==> src/rtl/gerenciador_pool_ativos.sv <==
// Active-node pool: insert with decrease-key, remove by address, and rounds
// that emit up to NUM_SAIDA minimum-criterio nodes, popped atomically.
module gerenciador_pool_ativos #(
  parameter int NUM_NA          = 8,
  parameter int NUM_SAIDA       = 2,
  parameter int ADDR_WIDTH      = 5,
  parameter int DISTANCIA_WIDTH = 5,
  parameter int CUSTO_WIDTH     = 4,
  parameter int CRITERIO_WIDTH  = DISTANCIA_WIDTH + 1,
  parameter int CONT_WIDTH      = 4
) (
  input  logic                                 clk,
  input  logic                                 rst_n,
  input  logic                                 ins_valid_in,
  input  logic                                 rem_valid_in,
  input  logic                                 classificar_in,
  input  logic                                 pop_aprovados_in,
  input  logic [ADDR_WIDTH-1:0]                endereco_in,
  input  logic [DISTANCIA_WIDTH-1:0]           distancia_in,
  input  logic [CUSTO_WIDTH-1:0]               heuristica_in,
  input  logic [ADDR_WIDTH-1:0]                anterior_in,
  output logic                                 ocupado_out,
  output logic                                 pronto_out,
  output logic [NUM_SAIDA-1:0]                 sel_valid_out,
  output logic [ADDR_WIDTH*NUM_SAIDA-1:0]      sel_endereco_out,
  output logic [DISTANCIA_WIDTH*NUM_SAIDA-1:0] sel_distancia_out,
  output logic [ADDR_WIDTH*NUM_SAIDA-1:0]      sel_anterior_out,
  output logic [CRITERIO_WIDTH-1:0]            criterio_min_out,
  output logic [CONT_WIDTH-1:0]                num_ativos_out,
  output logic                                 tem_ativo_out,
  output logic                                 cheio_out,
  output logic                                 overflow_out
);

  localparam int IDX_W = (NUM_NA > 1) ? $clog2(NUM_NA) : 1;

  typedef enum logic [2:0] {IDLE, ESCREVER, VARRER, SELECIONAR, PRONTO} estado_t;
  estado_t estado;

  logic [NUM_NA-1:0]          ativo;
  logic [ADDR_WIDTH-1:0]      endereco  [NUM_NA];
  logic [DISTANCIA_WIDTH-1:0] distancia [NUM_NA];
  logic [ADDR_WIDTH-1:0]      anterior  [NUM_NA];
  logic [CRITERIO_WIDTH-1:0]  criterio  [NUM_NA];

  logic [ADDR_WIDTH-1:0]      ins_end;
  logic [DISTANCIA_WIDTH-1:0] ins_dist;
  logic [ADDR_WIDTH-1:0]      ins_ant;
  logic [CRITERIO_WIDTH-1:0]  ins_crit;
  logic                       ins_hit, ins_livre;
  logic [IDX_W-1:0]           ins_idx;

  logic [IDX_W-1:0]           idx_varre;
  logic [CRITERIO_WIDTH-1:0]  crit_varre;
  logic [NUM_NA-1:0]          sel_mask;

  logic                       match_hit, livre_hit;
  logic [IDX_W-1:0]           match_idx, livre_idx;
  logic [CRITERIO_WIDTH-1:0]  crit_novo;
  logic [CONT_WIDTH-1:0]      contagem;

  logic [NUM_NA-1:0]                 mask_n;
  logic [NUM_SAIDA-1:0]              valid_n;
  logic [ADDR_WIDTH*NUM_SAIDA-1:0]      end_n, ant_n;
  logic [DISTANCIA_WIDTH*NUM_SAIDA-1:0] dist_n;
  logic                                 achou;

  assign crit_novo = CRITERIO_WIDTH'(distancia_in) + CRITERIO_WIDTH'(heuristica_in);

  always_comb begin
    match_hit = 1'b0;
    match_idx = '0;
    livre_hit = 1'b0;
    livre_idx = '0;
    contagem  = '0;
    for (int unsigned i = 0; i < NUM_NA; i++) begin
      if (!match_hit && ativo[i] && endereco[i] == endereco_in) begin
        match_hit = 1'b1;
        match_idx = IDX_W'(i);
      end
      if (!livre_hit && !ativo[i]) begin
        livre_hit = 1'b1;
        livre_idx = IDX_W'(i);
      end
      contagem = contagem + CONT_WIDTH'(ativo[i]);
    end
  end

  // Lane l takes the lowest-index minimum slot not already claimed by a lower lane.
  always_comb begin
    mask_n  = '0;
    valid_n = '0;
    end_n   = '0;
    ant_n   = '0;
    dist_n  = '0;
    achou   = 1'b0;
    for (int unsigned l = 0; l < NUM_SAIDA; l++) begin
      achou = 1'b0;
      for (int unsigned i = 0; i < NUM_NA; i++) begin
        if (!achou && ativo[i] && !mask_n[i] && criterio[i] == crit_varre) begin
          achou      = 1'b1;
          mask_n[i]  = 1'b1;
          valid_n[l] = 1'b1;
          end_n[l*ADDR_WIDTH +: ADDR_WIDTH]            = endereco[i];
          ant_n[l*ADDR_WIDTH +: ADDR_WIDTH]            = anterior[i];
          dist_n[l*DISTANCIA_WIDTH +: DISTANCIA_WIDTH] = distancia[i];
        end
      end
    end
  end

  assign ocupado_out    = (estado == ESCREVER) || (estado == VARRER) || (estado == SELECIONAR);
  assign num_ativos_out = contagem;
  assign tem_ativo_out  = (contagem != '0);
  assign cheio_out      = (contagem == CONT_WIDTH'(NUM_NA));

  always_ff @(posedge clk or negedge rst_n) begin
    if (!rst_n) begin
      estado            <= IDLE;
      ativo             <= '0;
      for (int unsigned i = 0; i < NUM_NA; i++) begin
        endereco[i]  <= '0;
        distancia[i] <= '0;
        anterior[i]  <= '0;
        criterio[i]  <= '0;
      end
      ins_end           <= '0;
      ins_dist          <= '0;
      ins_ant           <= '0;
      ins_crit          <= '0;
      ins_hit           <= 1'b0;
      ins_livre         <= 1'b0;
      ins_idx           <= '0;
      idx_varre         <= '0;
      crit_varre        <= '1;
      sel_mask          <= '0;
      pronto_out        <= 1'b0;
      sel_valid_out     <= '0;
      sel_endereco_out  <= '0;
      sel_distancia_out <= '0;
      sel_anterior_out  <= '0;
      criterio_min_out  <= '0;
      overflow_out      <= 1'b0;
    end else begin
      case (estado)
        IDLE, PRONTO: begin
          if (pop_aprovados_in && estado == PRONTO) begin
            ativo         <= ativo & ~sel_mask;
            pronto_out    <= 1'b0;
            sel_valid_out <= '0;
            estado        <= IDLE;
          end else if (rem_valid_in) begin
            pronto_out    <= 1'b0;
            sel_valid_out <= '0;
            if (match_hit) ativo[match_idx] <= 1'b0;
            estado        <= IDLE;
          end else if (ins_valid_in) begin
            pronto_out    <= 1'b0;
            sel_valid_out <= '0;
            ins_end       <= endereco_in;
            ins_dist      <= distancia_in;
            ins_ant       <= anterior_in;
            ins_crit      <= crit_novo;
            ins_hit       <= match_hit;
            ins_livre     <= livre_hit;
            ins_idx       <= match_hit ? match_idx : livre_idx;
            estado        <= ESCREVER;
          end else if (classificar_in) begin
            sel_valid_out <= '0;
            if (contagem == '0) begin
              pronto_out       <= 1'b1;
              criterio_min_out <= '1;
              sel_mask         <= '0;
              estado           <= PRONTO;
            end else begin
              pronto_out <= 1'b0;
              idx_varre  <= '0;
              crit_varre <= '1;
              estado     <= VARRER;
            end
          end
        end
        ESCREVER: begin
          if (ins_hit) begin
            if (ins_dist < distancia[ins_idx]) begin
              distancia[ins_idx] <= ins_dist;
              anterior[ins_idx]  <= ins_ant;
              criterio[ins_idx]  <= ins_crit;
            end
          end else if (ins_livre) begin
            ativo[ins_idx]     <= 1'b1;
            endereco[ins_idx]  <= ins_end;
            distancia[ins_idx] <= ins_dist;
            anterior[ins_idx]  <= ins_ant;
            criterio[ins_idx]  <= ins_crit;
          end else begin
            overflow_out <= 1'b1;
          end
          estado <= IDLE;
        end
        VARRER: begin
          if (ativo[idx_varre] && criterio[idx_varre] < crit_varre)
            crit_varre <= criterio[idx_varre];
          idx_varre <= idx_varre + 1'b1;
          if (idx_varre == IDX_W'(NUM_NA - 1)) estado <= SELECIONAR;
        end
        SELECIONAR: begin
          sel_mask          <= mask_n;
          sel_valid_out     <= valid_n;
          sel_endereco_out  <= end_n;
          sel_distancia_out <= dist_n;
          sel_anterior_out  <= ant_n;
          criterio_min_out  <= crit_varre;
          pronto_out        <= 1'b1;
          estado            <= PRONTO;
        end
        default: estado <= IDLE;
      endcase
    end
  end

endmodule
==> config.mk <==
export PLATFORM = sky130hd
export DESIGN_NAME = gerenciador_pool_ativos
export DESIGN_NICKNAME = d
export VERILOG_FILES = /design/src/rtl/gerenciador_pool_ativos.sv
export SDC_FILE = /design/constraint.sdc
export NUM_CORES = 1
export LEC_CHECK = 0
export ABC_AREA = 0
export BUFFER_PORTS_ARGS = -buffer_cell sky130_fd_sc_hd__buf_4
export CORE_MARGIN = 8
export CORE_UTILIZATION = 30
export CTS_CLUSTER_DIAMETER = 50
export DETAILED_ROUTE_END_ITERATION = 6
export PLACE_DENSITY = 0.53
export SYNTH_ARGS = -nofsm -noshare
export SYNTH_HDL_FRONTEND = slang
export SYNTH_SLANG_ARGS = --single-unit
export TNS_END_PERCENT = 10
==> constraint.sdc <==
create_clock -name clk -period 9.8 [get_ports clk]
set_input_delay 0.98 -clock clk [delete_from_list [all_inputs] [get_ports clk]]
set_output_delay 0.98 -clock clk [all_outputs]
set_load 0.01 [all_outputs]
==> impl_metrics.xml <==
<?xml version="1.0" encoding="UTF-8"?>
<metrics>
  <group name="power">
    <metric name="power_frac_clock" unit="">0.259</metric>
    <metric name="power.sequential.fraction" unit="">0.391</metric>
    <metric name="vdd.ir_drop.worst" unit="mV">0.2346</metric>
    <metric name="p_leak" unit="nW">7.280</metric>
    <metric name="combPwrFrac" unit="">0.351</metric>
    <metric name="netSwitchingFraction" unit="">0.3790</metric>
    <metric name="intPower" unit="mW">3.308</metric>
    <metric name="p_switching" unit="mW">2.019</metric>
    <metric name="power_density" unit="nW/µm²">320.8</metric>
  </group>
  <group name="logic_synthesis">
    <metric name="synth_area_leaders" unit="">sky130_fd_sc_hd__dfrtp_1 (45%), sky130_fd_sc_hd__mux2_2 (15%), sky130_fd_sc_hd__xnor2_1 (3.6%)</metric>
    <metric name="synth.distinct_cells" unit="">72</metric>
    <metric name="post_synth_fa_ha_maj_area_fraction" unit="">0.02537</metric>
    <metric name="synth-xor-area-share" unit="">0.05857</metric>
    <metric name="syn_area_per_cell" unit="µm²">11.18</metric>
    <metric name="synth_flop_cell" unit="">sky130_fd_sc_hd__dfrtp_1</metric>
    <metric name="largest_family_of_logic_cells_by_synthesized_area" unit="">multiplexers</metric>
    <metric name="synth_fp_nets" unit="">1321</metric>
    <metric name="synth_simple_gate_area_share" unit="">0.09653</metric>
    <metric name="asyncSetResetFlopFracSynth" unit="">1.000</metric>
    <metric name="netlist_area" unit="µm²">14210</metric>
    <metric name="yosysWarningCount" unit="">0</metric>
    <metric name="synth_enable_flop_cells" unit="">0</metric>
    <metric name="synth_sequential_area_ratio" unit="">0.4620</metric>
    <metric name="syn-instance-count" unit="">1271</metric>
    <metric name="portion_of_netlist_area_occupied_by_mux_cells" unit="">0.1838</metric>
    <metric name="ffs_latches_synth" unit="">262</metric>
    <metric name="synth_compound_gate_area_share" unit="">0.1362</metric>
    <metric name="synth.largest_area_cell" unit="">sky130_fd_sc_hd__dfrtp_1</metric>
    <metric name="synth_top_area_frac" unit="">0.4509</metric>
  </group>
  <group name="grt">
    <metric name="grt_overflow" unit="">0</metric>
    <metric name="first_global_vias" unit="">11080</metric>
    <metric name="grt_first_pass_wirelength" unit="µm">71090</metric>
    <metric name="grt_util_all_layers" unit="">0.1703</metric>
    <metric name="grt_antenna_before_repair" unit="">0</metric>
    <metric name="grt_start_max_net_pins" unit="">158</metric>
  </group>
  <group name="floorplanning">
    <metric name="die_height" unit="µm">233.6</metric>
    <metric name="initial_core_util" unit="">0.3045</metric>
    <metric name="fp.dieW" unit="µm">233.6</metric>
    <metric name="die-area" unit="µm²">54570</metric>
    <metric name="io_pins" unit="">72</metric>
    <metric name="fp.coreArea" unit="µm²">46650</metric>
    <metric name="rows" unit="">79</metric>
  </group>
  <group name="job">
    <metric name="drv.max_cap_violation_count" unit="">0</metric>
  </group>
  <group name="final_layout">
    <metric name="nets" unit="">1375</metric>
    <metric name="layout-drive-gt1-share" unit="">0.2828</metric>
    <metric name="multi_input_comb_area" unit="µm²">7139</metric>
    <metric name="sequential_cell_area" unit="µm²">6564</metric>
    <metric name="syn_to_final_growth" unit="%">16.88</metric>
    <metric name="fillerInstances" unit="">4648</metric>
    <metric name="antennaDiodeCount" unit="">0</metric>
  </group>
  <group name="placed_design">
    <metric name="dp_slack" unit="ns">5.275</metric>
    <metric name="quantity_of_i_o_buffers_inserted_on_ports" unit="">71</metric>
    <metric name="routabilityCongestion" unit="">0.8502</metric>
    <metric name="hpwl_after_detailed_placement" unit="µm">30590</metric>
  </group>
  <group name="hold_path">
    <metric name="worstHoldPathCells" unit="">1</metric>
    <metric name="min_delay_worst_endpoint" unit="">ativo[6]</metric>
    <metric name="worstHoldPathType" unit="">reg -&gt; reg</metric>
    <metric name="holdCritStartpoint" unit="">sel_mask[6]</metric>
  </group>
  <group name="setup_path">
    <metric name="cp_data_required_time" unit="ns">8.82</metric>
    <metric name="crit_path_end_kind" unit="">output port</metric>
    <metric name="crit_type" unit="">reg -&gt; out</metric>
    <metric name="worst-endpoint-arrival" unit="ns">4.06</metric>
    <metric name="crit_fanout" unit="">6</metric>
    <metric name="critPathLaunchType" unit="">flop</metric>
    <metric name="setup.reg_to_reg.worst_slack" unit="ns">5.44</metric>
    <metric name="r2r.worst_path.cells" unit="">14</metric>
    <metric name="timing.rr.start" unit="">ativo[0]</metric>
    <metric name="timing.rr.end" unit="">crit_varre[5]</metric>
  </group>
  <group name="drt">
    <metric name="ant_nets" unit="">0</metric>
    <metric name="num_vias" unit="">10860</metric>
    <metric name="dr.first_iter.drc_count" unit="">968</metric>
    <metric name="wl_per_cell" unit="µm">23.82</metric>
    <metric name="firstDrtPassIters" unit="">7</metric>
    <metric name="drc" unit="">0</metric>
    <metric name="routed_via_density" unit="">5.546</metric>
    <metric name="final_routed_wirelength" unit="µm">46640</metric>
  </group>
  <group name="sta">
    <metric name="timing.fmax" unit="GHz">0.1984</metric>
    <metric name="period_minus_slack" unit="ns">5.042</metric>
    <metric name="report.final.setup_viol" unit="">0</metric>
    <metric name="setup_total_negative_slack" unit="ns">0</metric>
    <metric name="setup_ws" unit="ns">4.758</metric>
    <metric name="tightest_slew" unit="ns">1.215</metric>
    <metric name="clock_skew" unit="ns">0.01785</metric>
    <metric name="finalMaxSlewViolations" unit="">0</metric>
    <metric name="slew_headroom" unit="">0.1868</metric>
    <metric name="rsz_0062_raised_after_global_routing" unit="">false</metric>
    <metric name="final_period_utilization" unit="">0.5144</metric>
    <metric name="finalHoldViolations" unit="">0</metric>
    <metric name="holdWs" unit="ns">0.4762</metric>
  </group>
  <group name="clocking">
    <metric name="cts_setup_buffers" unit="">0</metric>
    <metric name="cts_tree" unit="">done</metric>
    <metric name="cts.repair.resized" unit="">0</metric>
    <metric name="cts_hold_repair.buffers" unit="">0</metric>
    <metric name="tritoncts.num_buffers" unit="">36</metric>
    <metric name="clock_sink_count" unit="">262</metric>
    <metric name="cts_htree_levels" unit="">2</metric>
    <metric name="clkLatencyLatePin" unit="ns">0.53</metric>
    <metric name="cts-root-to-sink-buffers" unit="">3</metric>
    <metric name="clk_pin_slew" unit="ns">0.06</metric>
    <metric name="cts-root-buf" unit="">sky130_fd_sc_hd__clkbuf_16</metric>
  </group>
  <group name="outcome">
    <metric name="result_of_the_run" unit="">completed</metric>
  </group>
</metrics>
## how the worst max path moves through the flow
stage              from             to  slack [ns]  depth (start not counted)
2_1_floorplan  ativo[0]  tem_ativo_out        5.56                         11
3_3_place_gp   ativo[0]  tem_ativo_out        5.34                         12
3_5_place_dp   ativo[0]  tem_ativo_out        5.28                         12
4_1_cts        ativo[0]  tem_ativo_out        4.73                         12
5_1_grt        ativo[0]  tem_ativo_out        4.62                         12
6_report       ativo[0]  tem_ativo_out        4.76                         12
## kinds of logic after synthesis
| group | Yosys count |
|---|---|
| AND/OR/NAND/NOR | 280 |
| XOR/XNOR | 95 |
| buffers and inverters | 123 |
| flip-flops | 262 |
| multiplexers | 217 |
| AO/OA/AOI/OAI | 268 |
| adder cells (fa/ha/maj) | 26 |
## synthesized netlist by cell type, types with 5 or more instances
library cell                number
sky130_fd_sc_hd__nor2_1         72
sky130_fd_sc_hd__a31oi_1        12
sky130_fd_sc_hd__o31ai_1        11
sky130_fd_sc_hd__o211ai_1       11
sky130_fd_sc_hd__clkbuf_1       43
sky130_fd_sc_hd__buf_6           5
sky130_fd_sc_hd__mux2_2        191
sky130_fd_sc_hd__mux4_2         16
sky130_fd_sc_hd__nor2b_1         5
sky130_fd_sc_hd__inv_1          46
sky130_fd_sc_hd__buf_2          18
sky130_fd_sc_hd__nand2_1        90
sky130_fd_sc_hd__dfrtp_1       256
sky130_fd_sc_hd__ha_1           20
sky130_fd_sc_hd__a21oi_1        48
sky130_fd_sc_hd__buf_1           8
sky130_fd_sc_hd__a221o_1         9
sky130_fd_sc_hd__and2_1          7
sky130_fd_sc_hd__a22oi_1        15
sky130_fd_sc_hd__nor3_1         21
sky130_fd_sc_hd__o21ai_1         5
sky130_fd_sc_hd__mux2i_1        10
sky130_fd_sc_hd__fa_1            5
sky130_fd_sc_hd__xnor2_1        59
sky130_fd_sc_hd__o21ai_0        39
sky130_fd_sc_hd__xor2_1         36
sky130_fd_sc_hd__a211oi_1        5
sky130_fd_sc_hd__a2111oi_0      10
sky130_fd_sc_hd__nand4_1        18
sky130_fd_sc_hd__nand3_1        24
sky130_fd_sc_hd__o32a_1          5
sky130_fd_sc_hd__a21o_1          7
sky130_fd_sc_hd__a222oi_1       13
sky130_fd_sc_hd__dfstp_2         6
sky130_fd_sc_hd__a22o_1         19
sky130_fd_sc_hd__a221oi_1       38
## layer usage
metal,global-route usage,up-vias,share of wire
met3,0.02827,92,0.068
met1,0.2338,5549,0.44
met5,0,-,0
met4,0.05841,0,0.029
li1,-,4829,-
met2,0.2695,390,0.46
## per-stage QoR
stage | area, µm² | power (mW) | std cells | util
floorplan | 14210 | 3.207 | 1271 | -
global placement | 15350 | 3.913 | 1894 | 0.3291
finish | 16600 | 5.326 | 1958 | 0.3559
CTS | 16600 | 5.366 | 1958 | 0.3559
global route | 16600 | 5.655 | 1958 | 0.3559
detailed placement | 15350 | 3.969 | 1894 | 0.3291
## power by group through the flow
stage               clock network, mW  logic (mW)  registers (mW)
finish                           1.38        1.87            2.08
global route                     1.45        2.06            2.15
CTS                              1.41        1.89            2.07
detailed placement                  0        1.88            2.09
global placement                    0        1.84            2.07
floorplan                           0        1.38            1.82
## critical path: stages, from the launching register on
cell                       delay (ns)
sky130_fd_sc_hd__dfrtp_1         0.45
sky130_fd_sc_hd__fa_1            0.56
sky130_fd_sc_hd__inv_1           0.05
sky130_fd_sc_hd__fa_1            0.49
sky130_fd_sc_hd__fa_1            0.40
sky130_fd_sc_hd__inv_1           0.07
sky130_fd_sc_hd__ha_1            0.16
sky130_fd_sc_hd__inv_1           0.06
sky130_fd_sc_hd__fa_1            0.48
sky130_fd_sc_hd__inv_1           0.05
sky130_fd_sc_hd__or3_1           0.37
sky130_fd_sc_hd__nand2b_1        0.22
sky130_fd_sc_hd__buf_4           0.18
## registers in the layout, summed over array words and instances, names as in the netlist, 5 cells and up
signal / count
criterio_min_out: 6
sel_mask: 8
crit_varre: 6
sel_anterior_out: 10
ins_ant: 5
anterior: 40
sel_distancia_out: 10
sel_endereco_out: 10
distancia: 40
ativo: 8
endereco: 40
ins_end: 5
ins_crit: 6
criterio: 48
ins_dist: 5
## final cells by class
class / count / share of cell area
inverters: 46 / 0.01040
clock buffers: 47 / 0.06104
multi-input cells: 886 / 0.4300
flip-flops and latches: 262 / 0.3953
well taps: 607 / 0.04574
repair buffers: 93 / 0.04325
clock inverters: 17 / 0.01432
## cells in the final DEF (no fill, tap or decap), types with 6 or more instances in the layout
| cell | n |
|---|---|
| sky130_fd_sc_hd__a2111oi_0 | 10 |
| sky130_fd_sc_hd__a21o_1 | 7 |
| sky130_fd_sc_hd__a21oi_1 | 48 |
| sky130_fd_sc_hd__a221o_1 | 9 |
| sky130_fd_sc_hd__a221oi_1 | 38 |
| sky130_fd_sc_hd__a222oi_1 | 13 |
| sky130_fd_sc_hd__a22o_1 | 19 |
| sky130_fd_sc_hd__a22oi_1 | 15 |
| sky130_fd_sc_hd__a31oi_1 | 12 |
| sky130_fd_sc_hd__and2_1 | 7 |
| sky130_fd_sc_hd__buf_4 | 91 |
| sky130_fd_sc_hd__clkbuf_16 | 37 |
| sky130_fd_sc_hd__dfrtp_1 | 256 |
| sky130_fd_sc_hd__dfstp_2 | 6 |
| sky130_fd_sc_hd__ha_1 | 20 |
| sky130_fd_sc_hd__inv_1 | 46 |
| sky130_fd_sc_hd__mux2_2 | 191 |
| sky130_fd_sc_hd__mux2i_1 | 10 |
| sky130_fd_sc_hd__mux4_2 | 16 |
| sky130_fd_sc_hd__nand2_1 | 90 |
| sky130_fd_sc_hd__nand3_1 | 24 |
| sky130_fd_sc_hd__nand4_1 | 18 |
| sky130_fd_sc_hd__nor2_1 | 72 |
| sky130_fd_sc_hd__nor3_1 | 20 |
| sky130_fd_sc_hd__o211ai_1 | 11 |
| sky130_fd_sc_hd__o21ai_0 | 39 |
| sky130_fd_sc_hd__o31ai_1 | 11 |
| sky130_fd_sc_hd__xnor2_1 | 59 |
| sky130_fd_sc_hd__xor2_1 | 36 |
(Power assumes the default switching activity.)
